===== config.mk =====
export PLATFORM = sky130hd
export DESIGN_NAME = pellet_tracker
export DESIGN_NICKNAME = d
export VERILOG_FILES = /design/src/rtl/pacman_pkg.sv /design/src/rtl/pellet_ram.sv /design/src/rtl/pellet_tracker.sv
export SDC_FILE = /design/constraint.sdc
export NUM_CORES = 2
export LEC_CHECK = 0
export CAP_MARGIN = 20
export CORE_MARGIN = 4
export CORE_UTILIZATION = 57
export CTS_CLUSTER_DIAMETER = 100
export DETAILED_ROUTE_END_ITERATION = 10
export PLACE_DENSITY = 0.76
export SLEW_MARGIN = 30
export SYNTH_ARGS = -nofsm -noshare
export SYNTH_HDL_FRONTEND = slang
export SYNTH_SLANG_ARGS = --single-unit
export TNS_END_PERCENT = 50

===== constraint.sdc =====
create_clock -name clk -period 15.5 [get_ports clk]
set_clock_uncertainty 0.2 [all_clocks]
set_input_delay 1.55 -clock clk [delete_from_list [all_inputs] [get_ports clk]]
set_output_delay 1.55 -clock clk [all_outputs]
set_load 0.1 [all_outputs]

===== src/rtl/pacman_pkg.sv =====
// pacman_pkg: maze geometry, scoring constants, cell codes and pellet tracker states
package pacman_pkg;
  localparam int GRID_W       = 28;
  localparam int GRID_H       = 31;
  localparam int N_CELLS      = GRID_W * GRID_H;
  localparam int TILE_SHIFT   = 3;
  localparam int MAZE_X0      = 204;
  localparam int MAZE_Y0      = 30;
  localparam int PELLET_PTS   = 10;
  localparam int POWER_PTS    = 50;
  localparam int POWER_FRAMES = 360;
  localparam logic [TILE_SHIFT-1:0] TILE_CTR = TILE_SHIFT'(1 << (TILE_SHIFT - 1));

  typedef enum logic [1:0] {CELL_NONE = 2'b00, CELL_PELLET = 2'b01, CELL_POWER = 2'b10} cell_t;
  typedef enum logic [1:0] {INIT, IDLE, RD, EAT} state_t;

  function automatic logic [9:0] cell_index(input logic [4:0] tx, input logic [4:0] ty);
    return 10'(ty) * 10'(GRID_W) + 10'(tx);
  endfunction
endpackage


===== src/rtl/pellet_ram.sv =====
// pellet_ram: single-port pellet map, synchronous read, write-first
module pellet_ram #(
  parameter int DEPTH = 868,
  parameter int AW    = 10
) (
  input  logic          clk,
  input  logic          we,
  input  logic [AW-1:0] addr,
  input  logic [1:0]    wd,
  output logic [1:0]    rd
);
  logic [1:0] mem [DEPTH];
  // write-first port: a write returns the new data on the same cycle
  always_ff @(posedge clk) begin
    if (we) mem[addr] <= wd;
    rd <= we ? wd : mem[addr];
  end
endmodule


===== src/rtl/pellet_tracker.sv =====
// pellet_tracker: per-tile pellet map, score, pellets-left and level-clear; PELLET_POWER_EN adds power pellets and power timer
module pellet_tracker
  import pacman_pkg::*;
(
  input  logic        clk,
  input  logic        rst_n,
  input  logic        frame_tick,
  input  logic        level_start,
  input  logic [9:0]  pm_xpos,
  input  logic [9:0]  pm_ypos,
  output logic [9:0]  rom_addr,
  input  logic [1:0]  rom_pellet,
  output logic        busy,
  output logic        eat_pulse,
  output logic [15:0] score,
  output logic [9:0]  pellets_left,
  output logic        level_clear,
  output logic        power_active
);
  state_t state, state_nx;
  logic pv, last_cell, accept, hit, is_power, ram_we;
  logic [9:0] pa, ca, ram_addr, idx;
  logic [1:0] rom_cell, ram_wd, ram_rd;
  logic [10:0] dx, dy;
  logic [15:0] pts;
  logic [16:0] sum;

  assign dx = {1'b0, pm_xpos} - 11'(MAZE_X0);
  assign dy = {1'b0, pm_ypos} - 11'(MAZE_Y0);
  assign accept = dx < 11'(GRID_W << TILE_SHIFT) && dy < 11'(GRID_H << TILE_SHIFT)
               && dx[TILE_SHIFT-1:0] == TILE_CTR && dy[TILE_SHIFT-1:0] == TILE_CTR;
  assign idx = cell_index(5'(dx >> TILE_SHIFT), 5'(dy >> TILE_SHIFT));
  assign last_cell = pv && pa == 10'(N_CELLS - 1);
  assign rom_cell = rom_pellet == 2'b11 ? CELL_NONE : rom_pellet;
  assign hit = ram_rd == CELL_PELLET || ram_rd == CELL_POWER;
`ifdef PELLET_POWER_EN
  assign is_power = ram_rd == CELL_POWER;
`else
  assign is_power = 1'b0;
`endif
  assign pts = is_power ? 16'(POWER_PTS) : 16'(PELLET_PTS);
  assign sum = {1'b0, score} + {1'b0, pts};

  pellet_ram #(.DEPTH(N_CELLS), .AW(10)) u_ram (
    .clk  (clk),
    .we   (ram_we),
    .addr (ram_addr),
    .wd   (ram_wd),
    .rd   (ram_rd)
  );

  // state register
  always_ff @(posedge clk or negedge rst_n)
    if (!rst_n) state <= INIT;
    else state <= state_nx;

  // next state and map port steering: INIT streams ROM into the map, EAT clears the looked-up cell
  always_comb begin
    state_nx = level_start ? INIT
             : state == INIT ? (last_cell ? IDLE : INIT)
             : state == IDLE ? (frame_tick && accept ? RD : IDLE)
             : state == RD ? EAT : IDLE;
    busy = state == INIT;
    ram_addr = busy ? pa : ca;
    ram_we = !level_start && (busy ? pv : state == EAT && hit);
    ram_wd = busy ? rom_cell : CELL_NONE;
  end

  // ROM walk, sample capture, scoring and pellet accounting
  always_ff @(posedge clk or negedge rst_n)
    if (!rst_n) begin
      rom_addr <= '0;
      pv <= 1'b0;
      pa <= '0;
      ca <= '0;
      score <= '0;
      pellets_left <= '0;
      eat_pulse <= 1'b0;
      level_clear <= 1'b0;
    end else begin
      eat_pulse <= 1'b0;
      if (level_start) begin
        rom_addr <= '0;
        pv <= 1'b0;
        pellets_left <= '0;
        level_clear <= 1'b0;
      end else if (state == INIT) begin
        pv <= !last_cell;
        pa <= rom_addr;
        rom_addr <= rom_addr == 10'(N_CELLS - 1) ? rom_addr : rom_addr + 10'd1;
        if (pv && rom_cell != CELL_NONE) pellets_left <= pellets_left + 10'd1;
      end else if (state == IDLE) begin
        if (frame_tick && accept) ca <= idx;
      end else if (state == EAT && hit) begin
        eat_pulse <= 1'b1;
        score <= sum[16] ? 16'hFFFF : sum[15:0];
        if (pellets_left != '0) pellets_left <= pellets_left - 10'd1;
        if (pellets_left == 10'd1) level_clear <= 1'b1;
      end
    end

`ifdef PELLET_POWER_EN
  logic [8:0] timer;
  // power timer: full reload on a power pellet, otherwise count frames down to zero
  always_ff @(posedge clk or negedge rst_n)
    if (!rst_n) timer <= '0;
    else if (level_start) timer <= '0;
    else if (state == EAT && hit && is_power) timer <= 9'(POWER_FRAMES);
    else if (frame_tick && timer != '0) timer <= timer - 9'd1;
  assign power_active = timer != '0;
`else
  assign power_active = 1'b0;
`endif
endmodule


; ---- After elaboration in Yosys (flattened, before gate mapping)
; Memory sizes are Yosys's and may differ from the RTL's. A register that Yosys moved wholly into a read port is not among the register bits.
; Index checks and enable logic that the tools add are counted.
; Widths: inputs -> output; s select.
[classes]
addsub = 7
mul = 1
magnitude_cmp = 2
eq_ne = 16
muxes = 33
n_bitwise = 3
reduce_logical = 25
[ops]
columns = operator, n
row1 = $mux 10, 10
row2 = $lt 11x8->1 const B, 2
row3 = $add 10x1->10 const B, 2
row4 = $eq 10x10->1 const B, 2
row5 = $add 16x4->17 const B, 1
row6 = $mux 16, 1
row7 = $reduce_and 4->1, 4
row8 = $mux 1, 15
row9 = $mux 2, 7
row10 = $sub 10x5->11 const B, 1
row11 = $sub 10x8->11 const B, 1
row12 = $add 10x5->10, 1
row13 = $eq 10x1->1 const B, 1
row14 = $reduce_bool 10->1, 1
row15 = $sub 10x1->10 const B, 1
row16 = $eq 2x2->1 const B, 4
row17 = $logic_and 1x1->1, 8
row18 = $mul 5x3->8 const B, 1
row19 = $reduce_bool 2->1, 4
row20 = $eq 3x3->1 const B, 2
row21 = $ne 2x2->1 const B, 3
row22 = $reduce_bool 3->1, 2
row23 = $eq 2x1->1 const B, 2
row24 = $reduce_and 2->1, 2
row25 = other kinds (6), 9
[totals]
regBits = 61
ram_bits = 1736
in_bits = 26
output_inout_bits = 40
word_cells = 97
mem_count = 1
[memory_table]
columns = name, words, word_bits, rd, rd_ports_with_merged_regs, wr, line_no
row1 = u_ram.mem, 868, 2, 1, 1, 1, pellet_ram.sv:12  ; logic [1:0] mem [DEPTH];

; ---- Longest topological paths before layout
[logic_depth]
ltp_word = 10
mapped_depth = 20
depth_no_buf = 14

; ---- Hierarchy
; A second synthesis with hierarchy kept.
[unflattened]
cells_unflattened = 4455
area_unflattened_um2 = 75188.4
[by_module_without_submodules]
columns = mod, instances, cells_each, area_per_inst_um2, seq_area_each_um2
row1 = pellet_ram, 1, 4035, 71267.1, 52330.2
row2 = pellet_tracker, 1, 420, 3921.3, 1526.5

; ---- Least setup slack after synthesis
; Ideal clock, no wire load.
[synth_timing]
path_kind = register -> register
startpoint = reg state[1]
endpoint = mem u_ram.mem[0][0], data pin
setup_ns = 2.470
arrival_ns = 13.264
t_required_ns = 12.830
path_slack_ns = -0.435
path_stages_with_launch = 7
path_buffers = 3
period_less_slack_ns = 15.935
path_cell_list = dfrtp_1 -> or2_2 -> clkbuf_1 -> inv_2 -> buf_2 -> clkbuf_1 -> and2_1
[synth_via]
elab_chain_cells = 2
[synth_rtl]
columns = item, line_no
row1 = from (decl), pellet_tracker.sv:20  ; state_t state, state_nx;
row2 = from (signal assigned), pellet_tracker.sv:55  ; else state <= state_nx;
row3 = $logic_not 2->1, pellet_tracker.sv:63  ; busy = state == INIT;
row4 = net busy, pellet_tracker.sv:13  ; output logic busy,
row5 = $mux 2, pellet_tracker.sv:66  ; ram_wd = busy ? rom_cell : CELL_NONE;
row6 = net ram_wd[0], pellet_tracker.sv:23  ; logic [1:0] rom_cell, ram_wd, ram_rd;
row7 = to (decl), pellet_ram.sv:12
; The timed path passes the listed nets, and every way through them passes these cells.

==> impl_summary.md <==
Finish
The area taken by flip-flops and latches is 0.0539 mm^2. Summing all multi-input logic gate instances after layout gives 0.0205 mm^2. After the last flow step, the layout net total stands at 4803. With fillers left out, the area of the finished cells amounts to 0.0841 mm^2. The layout-stage area growth over the synthesis result is 10.7%. The commonest non-fill, non-tap cell in the layout is sky130_fd_sc_hd__edfxtp_1. The fraction of layout instances using a drive strength above 1 is 0.168. The library cells used most frequently in the layout, excluding fill and tap cells, are sky130_fd_sc_hd__edfxtp_1, sky130_fd_sc_hd__nor2_1, sky130_fd_sc_hd__mux4_2, sky130_fd_sc_hd__nand2_1, sky130_fd_sc_hd__mux2i_1. Once layout is complete, the utilization of the core stands at 0.637. The filler cells instantiated in the layout total 8865.

STA
The number of hold-slack violations in the final timing report was 0. The fraction of the cycle the final worst path needs is 0.512. The max-slew violation count was 0.

At the pin with the least slew margin, the transition time is approximately 1.1 ns. Setup repair after global routing left no endpoint under its margin. The setup slack of the critical path after layout is 7.57 ns. Derived from the worst setup path, the maximum achievable clock frequency is 126 MHz. The minimum period implied by the final worst setup slack is 7.93 ns. Measured against its own limit, the worst slew margin works out to 0.294. Summed over all failing endpoints, the final setup total negative slack is 0 ns. Setup violations remaining at the end of the flow were counted as 0.

Detailed routing
The first routing iteration left approximately 6600 violations. The routed wire length per instance is 29.8 um. The pre-antenna-repair detailed-routing pass consisted of 6 iterations. Once detail routing completed, the nets flagged for antenna violations numbered 0.

The average via count per standard cell is 6.70. For this block, the routed nets add up to 198 mm of wire. The detailed-route via count is 44600. The post-detailed-route DRC marker count is 0.

Power and ir drop
Dividing total power by cell area gives a power density of 148 mW/mm^2. The leakage power total is 25.7 nW. The maximum resistive drop on vdd is 0.000167 V. Summing internal, switching and leakage power gives 12.4 mW.

Global route
The maximum number of pins on one net before global-route repair is 268. Summed over all layers, the global routing overflow is 0. In the global route stage, overall resource usage came out at 0.282.

The number of global-route vias before repair is 44600. The number of antenna violations at the first check in global routing is 9. The first global-routing pass estimated between 200 and 300 mm of wire.

Clocking
The CTS tree is done. Clock latency on the worst-skew pair, taken at its later pin, is 0.78 ns. The count of buffers added by post-CTS timing repair for setup is 0. The TritonCTS buffer count is 176. The number of buffers inserted by hold repair at cts is 0.

The clock slew seen by the registers of the worst setup and hold paths is about 0.060 ns. The number of H-tree branching levels is 4. The root buffer cell is sky130_fd_sc_hd__clkbuf_16. The clock net sink count is 1807.

No sink is reached through more buffers than the 3 on the longest clock path. The number of gates resized after CTS is 0.

Critical path
The required time at the worst-slack endpoint is 15.79 ns. STA classifies the critical path startpoint as a flip-flop. Data on the critical path arrives at its endpoint at around 8.2 ns.

The flop-to-flop setup slack is 7.57 ns. By startpoint and endpoint, the worst setup path is classified as reg -> reg. The critical path capture point type is a flip-flop. In this run the worst path has a maximum fanout of 59.

Yosys
The number of enable flip-flop cells after synthesis is 1736. Among all flip-flop cells after synthesis, the most frequent one is sky130_fd_sc_hd__edfxtp_1. The share of the Yosys chip area taken by registers is 0.709. The total of flip-flops plus latches after synthesis is 1807.

The number of different library cells used by synthesis comes to 82. The synthesized netlist occupies a cell area of roughly 0.076 mm^2. The share of synthesized flip-flops with an asynchronous set or reset is 0.0338. Counting every instance in the synthesized netlist gives around 4700. Synthesis produced a netlist with a net count of around 4800. The mean instance size in the synthesized netlist is 16.1 um^2. The number of warnings issued by yosys is 0.

Placed design
The placed wire-length estimate is 122 mm. The post-detailed-placement cell area is 0.0781 mm^2. The port buffer count is between 60 and 70. The final weighted congestion of routability-driven global placement is 0.885. Timing analysis after detailed placement gives a worst setup slack of 7.31 ns.

Floorplan
The height of the die is 373 um. The chip width is 373 um. Pin placement for this block handled 66 I/O pins. The initial cell density of the core is 0.576. The initialized floorplan defines 133 standard-cell rows. The area inside the core boundary is 0.132 mm^2. The full die area is 0.139 mm^2.

Min path
In this run the worst hold path is classified as reg -> reg.

Run
The max-cap violation count is 0.

Status
The run finished with clean final reports.
routing by layer:
layer / global-route usage / vias to the layer above / part of all wire
met1: 0.381 / 22500 / 0.35
met2: 0.428 / 3118 / 0.46
met3: 0.0717 / 580 / 0.13
li1: - / 18400 / -
met5: 0 / - / 0
met4: 0.144 / 0 / 0.059
report_power, final:
| part | internal [mW] | switching [mW] | leakage (nW) |
|---|---|---|---|
| Clock | 2.51 | 1.79 | 2.80 |
| Sequential | 5.42 | 0.0804 | 16.8 |
| Combinational | 1.08 | 1.56 | 6.12 |
| Total | 9.01 | 3.43 | 25.7 |
registers in the layout, summed over array words and instances, names as in the netlist, 2 cells and up, named ones only:
register,flops
u_ram.mem,1736
state,2
score,16
pellets_left,10
pa,10
rom_addr,10
ca,10
kinds of logic (layout without fill, tap and decap cells):
| group | Yosys count | after routing | share of synthesized area |
|---|---|---|---|
| simple gates | 1505 | 1505 | 0.0836 |
| fa+ha+maj | 24 | 24 | 0.00435 |
| buf+inv | 345 | 526 | 0.0245 |
| other cells | 1 | 5 | 0.0000494 |
| mux | 607 | 607 | 0.139 |
| flops | 1807 | 1807 | 0.709 |
| compound gates | 400 | 400 | 0.0368 |
| xor+xnor | 29 | 29 | 0.00334 |
worst max-delay path, stage by stage (launching register included):
cell	delay (ns)
sky130_fd_sc_hd__dfxtp_4	0.66
sky130_fd_sc_hd__buf_4	0.74
sky130_fd_sc_hd__buf_4	0.61
sky130_fd_sc_hd__nor2b_1	0.82
sky130_fd_sc_hd__a221oi_1	0.29
sky130_fd_sc_hd__o21ai_0	0.16
sky130_fd_sc_hd__o221ai_1	0.26
sky130_fd_sc_hd__a221oi_1	0.43
sky130_fd_sc_hd__a2111oi_0	0.15
sky130_fd_sc_hd__buf_4	0.21
sky130_fd_sc_hd__a41o_1	0.22
sky130_fd_sc_hd__o211ai_1	0.29
sky130_fd_sc_hd__a21oi_4	0.25
sky130_fd_sc_hd__o21ai_4	0.68
sky130_fd_sc_hd__buf_4	0.74
sky130_fd_sc_hd__buf_4	0.64
sky130_fd_sc_hd__nor3_1	0.19
layout make-up:
| type | instances | area share |
|---|---|---|
| antenna | 4 | 0.000119 |
| clock inverter | 104 | 0.0121 |
| clock buffer | 220 | 0.0567 |
| multi-input combinational | 2566 | 0.244 |
| timing repair buffer | 167 | 0.0189 |
| sequential | 1807 | 0.641 |
| inverter | 35 | 0.00156 |
| tap | 1755 | 0.0261 |
cell usage after synthesis, types with 12 or more instances:
library cell	n	area share
sky130_fd_sc_hd__mux2_2	48	0.0071
sky130_fd_sc_hd__o21ai_0	36	0.0024
sky130_fd_sc_hd__buf_6	35	0.0052
sky130_fd_sc_hd__nand3_1	63	0.0041
sky130_fd_sc_hd__xor2_1	20	0.0023
sky130_fd_sc_hd__inv_1	30	0.0015
sky130_fd_sc_hd__nor2b_1	35	0.0029
sky130_fd_sc_hd__nor2_1	845	0.042
sky130_fd_sc_hd__a221oi_1	12	0.0014
sky130_fd_sc_hd__buf_4	28	0.0028
sky130_fd_sc_hd__a31oi_1	14	0.0012
sky130_fd_sc_hd__nor3_1	135	0.0089
sky130_fd_sc_hd__mux4_2	351	0.10
sky130_fd_sc_hd__nand2_1	308	0.015
sky130_fd_sc_hd__ha_1	20	0.0033
sky130_fd_sc_hd__nand2b_1	17	0.0014
sky130_fd_sc_hd__nor4_1	17	0.0014
sky130_fd_sc_hd__o22ai_1	25	0.0021
sky130_fd_sc_hd__a22oi_1	113	0.011
sky130_fd_sc_hd__buf_2	120	0.0079
sky130_fd_sc_hd__clkbuf_1	113	0.0056
sky130_fd_sc_hd__edfxtp_1	1736	0.69
sky130_fd_sc_hd__a21oi_1	78	0.0051
sky130_fd_sc_hd__dfrtp_1	61	0.020
sky130_fd_sc_hd__nand3b_1	13	0.0013
sky130_fd_sc_hd__a211oi_1	19	0.0019
sky130_fd_sc_hd__mux2i_1	205	0.027
sky130_fd_sc_hd__nand4_1	12	0.00099
stage by stage:
step / instances / hold slack [ns]
after CTS: 6649 / 0.279
after detailed placement: 6325 / 0.261
after global routing: 6655 / 0.314
after global placement: 6324 / 0.247
final: 6658 / 0.282
after floorplan: 4718 / 0.249
final timing paths:
path / startpoint / end / depth (start not counted)
setup / recovery: flip-flop / u_ram.mem[511][0] / 16
min in group asynchronous: rst_n / pa[5] / 2
hold reg to reg: score[0] / score[0] / 1
max in group asynchronous: rst_n / score[3] / 2
setup reg to reg: flip-flop / u_ram.mem[511][0] / 16
hold / removal: score[0] / score[0] / 1
Power figures use the tool's default switching activity.
